## src/rtl/shift_add_multiplier.sv

```systemverilog
// Sequential unsigned N x N -> 2N shift-add multiplier, one partial
// product per clock, built around an internal ripple-carry adder.
//
// Ports:
//   clk, rst_n            rising-edge clock, synchronous active-low reset
//   in_valid / in_ready   operand handshake (in_ready high only in IDLE)
//   multiplicand          operand A, unsigned, N bits
//   multiplier            operand B, unsigned, N bits
//   out_valid / out_ready product handshake (out_valid high only in DONE)
//   product               A*B, 2N bits, held until the next result or reset
//   busy                  high while partial products are being summed

module ripple_carry_adder #(
    parameter int W = 16
) (
    input  logic [W-1:0] a,
    input  logic [W-1:0] b,
    input  logic         cin,
    output logic [W-1:0] sum,
    output logic         cout
);

    always_comb begin
        logic carry;
        sum   = '0;
        carry = cin;
        for (int i = 0; i < W; i++) begin
            sum[i] = a[i] ^ b[i] ^ carry;
            carry  = (a[i] & b[i]) | (carry & (a[i] ^ b[i]));
        end
        cout = carry;
    end

endmodule

module shift_add_multiplier #(
    parameter  int N     = 16,
    localparam int CNT_W = $clog2(N + 1)
) (
    input  logic           clk,
    input  logic           rst_n,
    input  logic           in_valid,
    output logic           in_ready,
    input  logic [N-1:0]   multiplicand,
    input  logic [N-1:0]   multiplier,
    output logic           out_valid,
    input  logic           out_ready,
    output logic [2*N-1:0] product,
    output logic           busy
);

    typedef enum logic [1:0] {
        IDLE = 2'd0,
        RUN  = 2'd1,
        DONE = 2'd2
    } state_t;

    state_t           state_q, state_d;
    logic [N-1:0]     mcand_q, mcand_d;
    logic [2*N-1:0]   acc_q, acc_d;
    logic [CNT_W-1:0] cnt_q, cnt_d;
    logic [2*N-1:0]   product_q, product_d;

    logic [N-1:0]     add_b;
    logic [N-1:0]     add_sum;
    logic             add_cout;
    logic [2*N-1:0]   acc_step;

    // High half of the accumulator plus the multiplicand when the
    // current multiplier bit (acc LSB) is set.
    assign add_b = acc_q[0] ? mcand_q : '0;

    ripple_carry_adder #(
        .W (N)
    ) u_adder (
        .a    (acc_q[2*N-1:N]),
        .b    (add_b),
        .cin  (1'b0),
        .sum  (add_sum),
        .cout (add_cout)
    );

    // The N+1 bit sum lands in the top, the consumed multiplier bit
    // falls off the bottom.
    assign acc_step = {add_cout, add_sum, acc_q[N-1:1]};

    always_comb begin
        state_d   = state_q;
        mcand_d   = mcand_q;
        acc_d     = acc_q;
        cnt_d     = cnt_q;
        product_d = product_q;
        unique case (state_q)
            IDLE: begin
                if (in_valid) begin
                    mcand_d = multiplicand;
                    acc_d   = {{N{1'b0}}, multiplier};
                    cnt_d   = '0;
                    state_d = RUN;
                end
            end
            RUN: begin
                acc_d = acc_step;
                cnt_d = cnt_q + 1'b1;
                if (cnt_q == CNT_W'(N - 1)) begin
                    product_d = acc_step;
                    state_d   = DONE;
                end
            end
            DONE: begin
                if (out_ready) begin
                    state_d = IDLE;
                end
            end
            default: begin
                state_d = IDLE;
            end
        endcase
    end

    always_ff @(posedge clk) begin
        if (!rst_n) begin
            state_q   <= IDLE;
            mcand_q   <= '0;
            acc_q     <= '0;
            cnt_q     <= '0;
            product_q <= '0;
        end else begin
            state_q   <= state_d;
            mcand_q   <= mcand_d;
            acc_q     <= acc_d;
            cnt_q     <= cnt_d;
            product_q <= product_d;
        end
    end

    assign in_ready  = (state_q == IDLE);
    assign out_valid = (state_q == DONE);
    assign busy      = (state_q == RUN);
    assign product   = product_q;

endmodule

```

## config.mk

```make
export PLATFORM = sky130hd
export DESIGN_NAME = shift_add_multiplier
export DESIGN_NICKNAME = d
export VERILOG_FILES = /design/src/rtl/shift_add_multiplier.sv
export SDC_FILE = /design/constraint.sdc
export NUM_CORES = 1
export LEC_CHECK = 0
export BUFFER_PORTS_ARGS = -buffer_cell sky130_fd_sc_hd__buf_2
export CORE_MARGIN = 2
export CORE_UTILIZATION = 60
export CTS_BUF_LIST = sky130_fd_sc_hd__clkbuf_2 sky130_fd_sc_hd__clkbuf_4 sky130_fd_sc_hd__clkbuf_8
export DETAILED_ROUTE_END_ITERATION = 6
export GPL_TIMING_DRIVEN = 1
export HOLD_SLACK_MARGIN = 0.08
export MAX_ROUTING_LAYER = met4
export PLACE_DENSITY = 0.85
export RECOVER_POWER = 100
export SLEW_MARGIN = 20
export SYNTH_ARGS = -nofsm -noshare
export SYNTH_HDL_FRONTEND = slang
export SYNTH_HIERARCHICAL = 1
export SYNTH_SLANG_ARGS = --single-unit
export TNS_END_PERCENT = 50
```

## constraint.sdc

```tcl
create_clock -name clk -period 10.05 [get_ports clk]
set_input_delay 2.01 -clock clk [delete_from_list [all_inputs] [get_ports clk]]
set_output_delay 2.01 -clock clk [all_outputs]
set_load 0.005 [all_outputs]
```

==> load_flow_metrics.sql <==
INSERT INTO impl_metrics (metric_group, metric, value, unit) VALUES
('detailed_routing', 'finalWirelength', '8040', 'um'),
('worst_setup_path', 'buf_inv_stages_crit_path', '4', ''),
('detailed_routing', 'final_antenna_net_count', '0', ''),
('yosys', 'synth_cell_types', '31', ''),
('die', 'total_number_of_placement_rows', '28', ''),
('timing', 'unrepaired_setup_endpoints_after_global_routing', 'false', ''),
('yosys', 'number_of_storage_elements_in_the_synthesis_netlist', '87', ''),
('worst_setup_path', 'rr_worst_depth', '23', ''),
('yosys', 'yosysMostFrequentCell', 'sky130_fd_sc_hd__nand2_1', ''),
('detailed_routing', 'routed_wire_length_per_instance', '13.8', 'um'),
('yosys', 'synth_cell_count_leaders', 'sky130_fd_sc_hd__nand2_1 (145), sky130_fd_sc_hd__dfxtp_1 (87), sky130_fd_sc_hd__a21oi_1 (68)', ''),
('clock_tree', 'clk_latency', '350', 'ps'),
('worst_setup_path', 'critical_path.reg2reg.startpoint', 'acc_q[0]', ''),
('global_routing', 'grt_start_max_net_pins', '72', ''),
('global_routing', 'met1_track_usage_gr', '0.317', ''),
('status', 'failing_checks', 'capacitance limit, slew limit', ''),
('clock_tree', 'clkTransAtPathRegs', '90', 'ps'),
('clock_tree', 'cts.root.buffer_cell', 'sky130_fd_sc_hd__clkbuf_8', ''),
('finish', 'design.final.nets', '557', ''),
('global_routing', 'aggregate_global_route_resource_usage', '0.239', ''),
('finish', 'synthToLayoutAreaGrowth', '13.1', '%'),
('power_and_ir_drop', 'power_density_of_the_placed_cells', '163', 'nW/um^2'),
('yosys', 'synth.yosys.seq_area_share', '0.467', ''),
('status', 'outcome', 'finished with violations', ''),
('timing', 'timing.max_slew.rel_slack', '-0.569', ''),
('worst_setup_path', 'timing.critical_path.max_delay_family', 'adder cells', ''),
('power_and_ir_drop', 'static-leakage-power', '0.00172', 'uW'),
('die', 'core_region_area', '5960', 'um^2'),
('power_and_ir_drop', 'post-layout-total-power', '686', 'uW'),
('clock_tree', 'ctsHoldBuffers', '0', ''),
('detailed_routing', 'remaining_drc_errors', '0', ''),
('finish', 'final_cell_area', '4210', 'um^2'),
('yosys', 'synth.avg_cell_area', '8.21', 'um^2'),
('clock_tree', 'cts.htree.levels', '3', ''),
('worst_setup_path', 'slowest_delay', '440', 'ps'),
('placement', 'dpl_worst_slack', '2860', 'ps'),
('worst_setup_path', 'worstSetupEndpoint', 'product[30]', ''),
('yosys', 'synth_top_cell_by_area', 'sky130_fd_sc_hd__dfxtp_1', ''),
('timing', 'fin_skew', '10.4', 'ps'),
('detailed_routing', 'avgViaCountPerCell', '5.40', ''),
('finish', 'stdcell_count', '582', ''),
('timing', 'fin_ws', '2660', 'ps'),
('timing', 'final_min_period_over_clock_period', '0.735', ''),
('global_routing', 'gr-total-overflow', '0', ''),
('yosys', 'synth_flop_cell', 'sky130_fd_sc_hd__dfxtp_1', ''),
('yosys', 'synth_enable_flop_cells', '0', ''),
('yosys', 'synth_largest_type_area_fraction', '0.467', ''),
('run', 'max_cap_violations', '1', ''),
('timing', 'timing.final.setup_violations', '0', ''),
('finish', 'layout-drive-gt1-share', '0.160', ''),
('global_routing', 'grt_antenna_before_repair', '0', ''),
('die', 'design.die.area', '6860', 'um^2'),
('clock_tree', 'cts_tree', 'built', ''),
('timing', 'tightestPinTransition', '2340', 'ps'),
('placement', 'port-buffer-count', '70', ''),
('global_routing', 'first_pass_grt_wire_length', '13200', 'um'),
('clock_tree', 'cts_setup_buffers', '0', ''),
('global_routing', 'globalRouteMet2Util', '0.361', ''),
('detailed_routing', 'vias', '3141', ''),
('global_routing', 'grt_pass1_vias', '2927', ''),
('die', 'floorplan.io_pins', '71', ''),
('worst_setup_path', 'crit_chain', 'and2_0 -> fa_1 -> inv_1 -> fa_1 -> inv_1 -> fa_1 -> fa_1 -> fa_1 -> fa_1 -> fa_1 -> fa_1 -> fa_1 -> fa_1 -> fa_1 -> fa_1 -> fa_1 -> fa_1 -> fa_1 -> inv_1 -> fa_1 -> inv_1 -> nand2_1 -> a21oi_1', ''),
('timing', 'final_max_slew_viol_count', '72', ''),
('worst_setup_path', 'critical_path.max_fanout', '17', ''),
('global_routing', 'global_route.peak_usage_layer', 'met2', ''),
('worst_setup_path', 'arrival', '7600', 'ps'),
('worst_setup_path', 'critical_path.reg2reg.endpoint', 'product[30]', ''),
('worst_setup_path', 'crit_type', 'register to register', ''),
('worst_setup_path', 'ff2ff_setup_slack', '2660', 'ps'),
('detailed_routing', 'drt_first_iter_violations', '250', ''),
('clock_tree', 'cts_resized', '0', '');
==> through the flow <==
step                 util  hold WS (ps)
floorplan               -           432
global placement    0.672           438
detailed placement  0.672           443
CTS                 0.709           454
global route        0.707           475
finish              0.707           452
==> power breakdown <==
group	internal [uW]	switching, uW
registers	356	9.00
clock network	146	122
logic	18.0	34.4
total	520	166
==> cell type report <==
cell class,count,area [um^2]
inverters,13,50.0
flip-flops and latches,87,1740
clock inverters,5,81.3
clock buffers,10,138
multi-input cells,320,1760
repair buffers,72,352
well taps,75,93.8
fillers,478,1740
==> state kept, by name (all words and copies together) (netlist names) <==
register / cells
acc_q: 32
cnt_q: 5
mcand_q: 16
product: 32
state_q: 2
==> per-layer routing <==
metal | vias up | wire length [um]
met5 | - | 0
met4 | 0 | 120
met3 | 11 | 550
met2 | 115 | 3680
met1 | 1443 | 3690
li1 | 1572 | -
==> logic make-up after synthesis <==
group,count (synthesis),synth area share
compound gates,105,0.151
fa+ha+maj,18,0.0927
buf+inv,47,0.0614
flops,87,0.467
other cells,1,0.00101
simple gates,196,0.227
==> how the worst min path moves through the flow <==
stage / startpoint / endpoint / slack, ps / cells past startpoint
2_1_floorplan: mcand_q[0] / mcand_q[0] / 430 / 2
3_3_place_gp: product[7] / product[7] / 440 / 2
3_5_place_dp: mcand_q[4] / mcand_q[4] / 440 / 2
4_1_cts: mcand_q[4] / mcand_q[4] / 450 / 2
5_1_grt: product[25] / product[25] / 470 / 2
6_report: product[6] / product[6] / 450 / 2
==> cell usage in the layout, fill, tap and decap left out, drive strengths merged, types with 3 or more instances in the layout <==
cell    netlist  routed
a21oi        68      68
a31oi        17      17
and2         16      16
buf          18      61
clkbuf       16      21
dfxtp        87      87
fa           16      16
inv          13      13
nand2       145     145
nand2b        4       4
nand3        20      20
nor2          3       3
o21ai        16      16
==> tightest hold or removal path, cell delays in order (launching register included) <==
cell,delay (ps)
sky130_fd_sc_hd__dfxtp_1,310
sky130_fd_sc_hd__nand2_1,50
sky130_fd_sc_hd__a21oi_1,50
Note: power is estimated with default switching activity, not from simulation.
